<file path="config.mk">
export PLATFORM = sky130hd
export DESIGN_NAME = jk_drive_sequencer
export DESIGN_NICKNAME = d
export VERILOG_FILES = /design/src/rtl/jk_drive_sequencer.sv
export SDC_FILE = /design/constraint.sdc
export NUM_CORES = 1
export LEC_CHECK = 0
export BUFFER_PORTS_ARGS = -buffer_cell sky130_fd_sc_hd__buf_2
export CAP_MARGIN = 20
export CORE_MARGIN = 4
export CORE_UTILIZATION = 55
export DETAILED_ROUTE_END_ITERATION = 12
export PLACE_DENSITY = 0.85
export SLEW_MARGIN = 20
export SYNTH_ARGS = -nofsm -noshare
export SYNTH_HDL_FRONTEND = slang
export SYNTH_SLANG_ARGS = --single-unit
</file>
<file path="constraint.sdc">
create_clock -name Clk -period 2.4 [get_ports Clk]
set_input_delay 0 -clock Clk [delete_from_list [all_inputs] [get_ports Clk]]
set_output_delay 0 -clock Clk [all_outputs]
set_load 0.02 [all_outputs]
</file>
<file path="src/rtl/jk_drive_sequencer.sv">
// Command sequencer that drives a downstream JK latch through setup/pulse/settle
// phases, then checks the latch outputs against an internal expected-state model.
module jk_drive_sequencer #(
  parameter int PULSE_W = 1,
  parameter int SETTLE  = 2
) (
  input  logic       Clk,
  input  logic       Rst_n,
  input  logic       CmdValid,
  input  logic [1:0] CmdOp,
  output logic       CmdReady,
  output logic       J,
  output logic       K,
  output logic       En,
  input  logic       Q,
  input  logic       QN,
  output logic       Done,
  output logic       Err,
  output logic       ExpQ,
  output logic [7:0] ErrCount,
  output logic [2:0] state_dbg,
  output logic       exp_valid_dbg
);

  typedef enum logic [2:0] {
    ST_IDLE   = 3'd0,
    ST_SETUP  = 3'd1,
    ST_PULSE  = 3'd2,
    ST_SETTLE = 3'd3,
    ST_CHECK  = 3'd4
  } state_t;

  localparam logic [3:0] PULSE_LAST  = 4'(PULSE_W - 1);
  localparam logic [3:0] SETTLE_LAST = 4'(SETTLE - 1);

  // Handshake: a command is taken on a rising Clk edge where CmdValid && CmdReady;
  // CmdReady is high only in IDLE while out of reset, so CmdValid is ignored otherwise.

  state_t     state, state_next;
  logic [3:0] cnt, cnt_next;
  logic [1:0] op_q, op_next;
  logic       exp_q, exp_q_next;
  logic       exp_valid, exp_valid_next;
  logic       drive;
  logic       j_next, k_next, en_next;
  logic       err_raw;

  assign CmdReady      = (state == ST_IDLE) && Rst_n;
  assign Done          = (state == ST_CHECK);
  assign err_raw       = (Q == QN) || (exp_valid && (Q != exp_q));
  assign Err           = (state == ST_CHECK) && err_raw;
  assign ExpQ          = exp_q;
  assign state_dbg     = state;
  assign exp_valid_dbg = exp_valid;

  always_comb begin
    state_next     = state;
    cnt_next       = cnt;
    op_next        = op_q;
    exp_q_next     = exp_q;
    exp_valid_next = exp_valid;
    case (state)
      ST_IDLE: begin
        if (CmdValid) begin
          state_next = ST_SETUP;
          op_next    = CmdOp;
          // The expected-state model moves at SETUP entry, before the latch is pulsed.
          case (CmdOp)
            2'b10: begin
              exp_q_next     = 1'b1;
              exp_valid_next = 1'b1;
            end
            2'b01: begin
              exp_q_next     = 1'b0;
              exp_valid_next = 1'b1;
            end
            2'b11: begin
              if (exp_valid) exp_q_next = ~exp_q;
            end
            default: ;
          endcase
        end
      end
      ST_SETUP: begin
        state_next = ST_PULSE;
        cnt_next   = PULSE_LAST;
      end
      ST_PULSE: begin
        if (cnt == 4'd0) begin
          if (SETTLE == 0) begin
            state_next = ST_CHECK;
          end else begin
            state_next = ST_SETTLE;
            cnt_next   = SETTLE_LAST;
          end
        end else begin
          cnt_next = cnt - 4'd1;
        end
      end
      ST_SETTLE: begin
        if (cnt == 4'd0) state_next = ST_CHECK;
        else             cnt_next   = cnt - 4'd1;
      end
      ST_CHECK: state_next = ST_IDLE;
      default:  state_next = ST_IDLE;
    endcase

    // J/K/En are registered from the next state so they line up with the phase.
    drive   = (state_next == ST_SETUP) || (state_next == ST_PULSE);
    j_next  = drive && op_next[1];
    k_next  = drive && op_next[0];
    en_next = (state_next == ST_PULSE);
  end

  always_ff @(posedge Clk) begin
    if (!Rst_n) begin
      state     <= ST_IDLE;
      cnt       <= 4'd0;
      op_q      <= 2'b00;
      exp_q     <= 1'b0;
      exp_valid <= 1'b0;
      J         <= 1'b0;
      K         <= 1'b0;
      En        <= 1'b0;
      ErrCount  <= 8'd0;
    end else begin
      state     <= state_next;
      cnt       <= cnt_next;
      op_q      <= op_next;
      exp_q     <= exp_q_next;
      exp_valid <= exp_valid_next;
      J         <= j_next;
      K         <= k_next;
      En        <= en_next;
      if (Err && (ErrCount != 8'hFF)) ErrCount <= ErrCount + 8'd1;
    end
  end

endmodule

</file>
## Word-level counts from Yosys, hierarchy flattened

Index checks and enable logic that the tools add are counted.

- Word-level logic and storage cells: 53
- Flip-flop bits (word level): 22
- Input bits: 7
- Output and inout bits: 19

- Add/subtract/negate cells: 2
- Multiplexer cells: 11
- Eq/ne operators: 14
- Bitwise gates (word level): 1
- Reduce and logical (&&, ||, !) cells: 16

Operators by type and width:

| cell | number |
|---|---|
| 3-bit case mux with 4 select lines | 1 |
| 4-bit case mux with 3 select lines | 1 |
| 3-bit by 2-bit == test with 1-bit output, second input constant | 3 |
| 3-bit 2-to-1 mux | 3 |
| 8-bit by 1-bit adder with 8-bit output, second input constant | 1 |
| 4-bit 2-to-1 mux | 2 |
| 8-bit != test, second input constant | 1 |
| 3-bit by 1-bit == test with 1-bit output, second input constant | 2 |
| 1-bit logical AND | 6 |
| 3-bit nonzero test | 2 |
| 2-bit == test, second input constant | 2 |
| 4-bit logical NOT | 1 |
| 2-bit 2-to-1 mux | 2 |
| 2-bit != test, second input constant | 2 |
| 4-bit AND reduction | 1 |
| 4-bit by 1-bit subtractor with 4-bit output, second input constant | 1 |
| 3-bit == test, second input constant | 1 |
| 3-bit logical NOT | 1 |
| 1-bit case mux with 3 select lines | 1 |
| 3-bit AND reduction | 1 |
| 2-bit by 1-bit == test with 1-bit output, second input constant | 1 |
| 1-bit logical OR | 2 |
| 2-bit AND reduction | 1 |
| 2-bit OR reduction | 1 |
| other kinds (4) | 4 |

## Longest topological paths before layout

- Word-level depth: 6
- Mapped depth: 6
- Mapped depth without buffers: 6

## Least setup slack after synthesis

OpenSTA, ideal clock, no wires.

- Path kind: register -> register
- From: register state[2], in the netlist state_dbg[2]
- To: register ErrCount[7]
- Setup time: 0.130 ns
- Path buffers: 1
- Clock period less this slack: 1.942 ns
- Stages on the path, launching flop included: 6
- Required time: 2.270 ns
- Path slack: 0.458 ns
- Arrival time: 1.812 ns
- Cells stage by stage: dfxtp_1 -> nor3b_2 -> o221ai_1 -> buf_2 -> o41ai_1 -> a21boi_1

- Cells in the longest elaborated chain, start to end: 3

RTL lines:

| item | line | source |
|---|---|---|
| from (decl) | 39 | `state_t state, state_next;` |
| from (signal assigned) | 127 | `state <= state_next;` |
| 3-bit == test | n/a |  |
| named net Done | 17 | `output logic Done,` |
| 1-bit logical AND | 51 | `assign Err = (state == ST_CHECK) && err_raw;` |
| 1-bit logical AND | 135 | `if (Err && (ErrCount != 8'hFF)) ErrCount <= ErrCount + 8'd1;` |
| to (signal assigned) | 135 |  |
| to (decl) | 20 | `output logic [7:0] ErrCount,` |

The timed path passes the listed nets, and every way through them passes these cells.
A chain may end at the register's enable or synchronous reset.

## Worst setup path in the final report

- From: register state[2], in the netlist state_dbg[2]
- To: register ErrCount[3]

- Cells in the longest elaborated chain, start to end: 3

RTL lines:

| item | line |
|---|---|
| 3-bit == test | 51 |
| 1-bit logical AND | 51 |
| 1-bit logical AND | 135 |

Every way passes these cells.

==> metrics.md <==
| Metric | Value |
|---|---|
| Syn. warnings | 0 |
| Io pins | 26 |
| Gr ovfl total | 0 |
| Fin Clk Skew | 0.00741 ns |
| Worst min-delay path class | input pin to flip-flop |
| Max stage delay cell, worst path | or4_1 |
| Post-CTS Resized | 0 |
| Critical path, cell by cell | nor3b_2 > o221ai_1 > or4_1 > a21oi_1 |
| Leakage power | 0.000588 uW |
| Final total power | 915 uW |
| Synth Instances | 133 |
| Pwr/cell area | 682 nW/um2 |
| Clock buffer depth | 2 |
| Area leader, netlist | dfxtp_1 |
| CTS root buf | clkbuf_4 |
| Fin nets | 172 |
| CTS H-tree depth | 1 |
| Final cycle utilization of the critical path | 84.4% |
| Share of layout cells above drive strength 1 | 22.0% |
| Antenna cell count | 0 |
| Crit path setup slack, layout | 0.374 ns |
| Hold endpoint | op_q[0]$_SDFF_PN0_ |
| FF-to-FF Start | state_dbg[2]$_SDFF_PN0_ |
| Slowest Stage Delay on Critical Path | 0.64 ns |
| Antenna violations before repair | 0 |
| DP Worst Slack | 0.394 ns |
| Critical path startpoint category | flip-flop |
| Die Y | 53.8 um |
| R2R cell count | 4 |
| Final ANT Viol Nets | 0 |
| Gr usage total | 17.8% |
| Synth cell types | 39 |
| Die Area | 2890 um2 |
| Final WL | 2400 um |
| First-pass GRT wire length | 3750 um |
| Worst Hold Depth | 3 |
| Fmax achieved | 0.493 GHz |
| Met1 WL | 1050 um |
| Endpoints failing setup | 0 |
| Crit end category | flip-flop |
| Vias in the first global route | 897 |
| Post-CTS Repair Setup Buffers | 0 |
| Rel. slew slack | 40.4% |
| HP Start | CmdOp[0] |
| #FFs+latches synth | 22 |
| Wire length per cell | 12.9 um |
| Fin. max-slew vios | 0 |
| Via Count | 1022 |
| Worst-Margin Slew | 0.894 ns |
| Max Cap Violations | 0 |
| GPL Wtd Cong | 0.853 |
| Final design utilization | 67.7% |
| Crit path DAT | 2.27 ns |
| CTS Buf Count | 3 |
| Register area share after synthesis | 38.3% |
| Die Width | 53.8 um |
| Post-cts hold buffer count | 1 |
| Reg2reg end | ErrCount[3]$_SDFFE_PN0P_ |
| Core area | 1980 um2 |
| Reg-to-reg slack, setup | 0.37 ns |
| Worst EP required | 2.64 ns |
| Vias per cell | 5.49 |
| Synth Area per Inst | 8.65 um2 |
| HPWL after detailed placement | 1770 um |
| Initial DRT Pass Iterations | 4 |
| Synthesized cell area | 1150 um2 |
| Met3 wire len | 147 um |
| Crit Path Max Fanout | 12 |
| Area Overhead vs Synth | 16.6% |
| DR iter-0 viols | 18 |
| Ranking of synthesized cells by area | dfxtp_1, mux2i_1, ha_1, nand2b_1, inv_1 |
| # port buffers | 25 |
| Setup CP Type | flip-flop to flip-flop |
| Drt drc | 0 |
| Final Hold Viols | 0 |
| Largest net degree at the start of global routing | 21 |
| Initial Utilization | 58.1% |
| Top Metal Used | met4 |
| Top-area cell type share of the netlist area | 38.3% |
| Worst-skew pair later-pin latency | 0.31 ns |
| Tmin final | 2.03 ns |
| Setup TNS | 0 ns |
| Post-synth net total | 145 |
| RSZ-0062 raised after global routing | false |
| Maximum VDD drop | 0.536 mV |
| CTS tree | yes |
| Sink Count | 22 |
| # rows | 16 |
| Clock-pin slew on the worst setup and hold paths | 0.12 ns |
| Met2 WL | 1200 um |
| Outcome | finished, final reports clean |
per-stage QoR:
stage                     area, um2  hold WS (ns)  std cells
final                          1340        0.0199        186
after global routing           1340        0.0310        186
after CTS                      1340        0.0158        186
after detailed placement       1300         0.304        181
after global placement         1300         0.293        181
after floorplan                1150         0.155        133
synthesized netlist by cell type (all sizes together):
| library cell | instances |
|---|---|
| nand4 | 1 |
| or2 | 1 |
| nor3b | 4 |
| mux2i | 7 |
| nor2 | 11 |
| a21boi | 3 |
| or4 | 3 |
| xor2 | 1 |
| a211oi | 1 |
| dfxtp | 22 |
| clkbuf | 3 |
| a22oi | 1 |
| o31a | 1 |
| and3 | 1 |
| nand3 | 4 |
| o21bai | 2 |
| nor2b | 5 |
| inv | 12 |
| nor4b | 1 |
| nand2b | 8 |
| buf | 2 |
| o221a | 1 |
| o221ai | 1 |
| a211o | 1 |
| nor4 | 1 |
| o31ai | 1 |
| o311ai | 1 |
| nor3 | 1 |
| and2 | 2 |
| o41ai | 3 |
| ha | 5 |
| o21ai | 2 |
| a31oi | 2 |
| nand2 | 9 |
| a21o | 1 |
| a21oi | 7 |
| nand3b | 1 |
critical path: cells and delay by family, from the launching register on:
kind / cells / cell delay (ns)
AOI/OAI and AO/OA: 2 / 0.58
DFF: 1 / 0.50
and+or+nand+nor: 2 / 0.89
layout make-up:
class	instances	area (um2)
sequential	22	440
inverter	12	45.0
timing repair buffer	27	143
tap	27	33.8
fill	166	639
multi-input combinational	94	644
clock buffer	4	36.3
layout by cell type (no fill, tap or decap), types with 2 or more instances in the layout:
cell      Yosys  routed
a21boi_0      2       2
a21oi_1       7       7
a31oi_1       2       2
and2_1        2       2
buf_2         2      25
clkbuf_4      0       3
dfxtp_1      22      22
ha_1          5       5
inv_1        12      12
mux2i_1       7       7
nand2_1       9       9
nand2b_1      8       8
nand3_1       4       4
nor2_1       11      11
nor2b_1       5       5
nor3b_1       3       3
o21ai_0       2       2
o21bai_1      2       2
o41ai_1       3       3
or4_1         3       3
state kept, by name, summed over array words and instances, names as in the netlist:
| name | cells |
|---|---|
| J | 1 |
| op_q | 2 |
| K | 1 |
| exp_valid_dbg | 1 |
| state_dbg | 3 |
| cnt | 4 |
| ExpQ | 1 |
| En | 1 |
| ErrCount | 8 |
where the power goes:
group	internal, uW	switching (uW)	total, uW	leakage (uW)
logic	120	145	266	0.000388
clock network	92.6	111	204	0.0000210
registers	402	44.3	446	0.000179
total	614	301	915	0.000588
layer usage:
| layer | GRT usage (%) | up-vias |
|---|---|---|
| li1 | - | 516 |
| met1 | 21.9 | 473 |
| met2 | 30.2 | 31 |
| met3 | 3.05 | 2 |
| met4 | 7.66 | 0 |
| met5 | 0 | - |
worst max-delay path by stage:
stage                             from                        to  slack (ns)  depth (start not counted)
2_1_floorplan  state_dbg[2]$_SDFF_PN0_  ErrCount[7]$_SDFFE_PN0P_        0.46                          5
3_3_place_gp   state_dbg[0]$_SDFF_PN0_  ErrCount[3]$_SDFFE_PN0P_        0.56                          4
3_5_place_dp   state_dbg[0]$_SDFF_PN0_  ErrCount[3]$_SDFFE_PN0P_        0.39                          4
4_1_cts        state_dbg[0]$_SDFF_PN0_  ErrCount[3]$_SDFFE_PN0P_        0.37                          4
5_1_grt        state_dbg[0]$_SDFF_PN0_  ErrCount[3]$_SDFFE_PN0P_        0.18                          4
6_report       state_dbg[2]$_SDFF_PN0_  ErrCount[3]$_SDFFE_PN0P_        0.37                          4
logic make-up after synthesis:
group	share of synthesized area (%)
and+or+nand+nor	26.5
AOI/OAI and AO/OA	17.2
DFF	38.3
buffers and inverters	5.76
muxes	6.09
adders and majority gates	5.43
xor gates and xnor gates	0.761
Power figures use the tool's default switching activity.
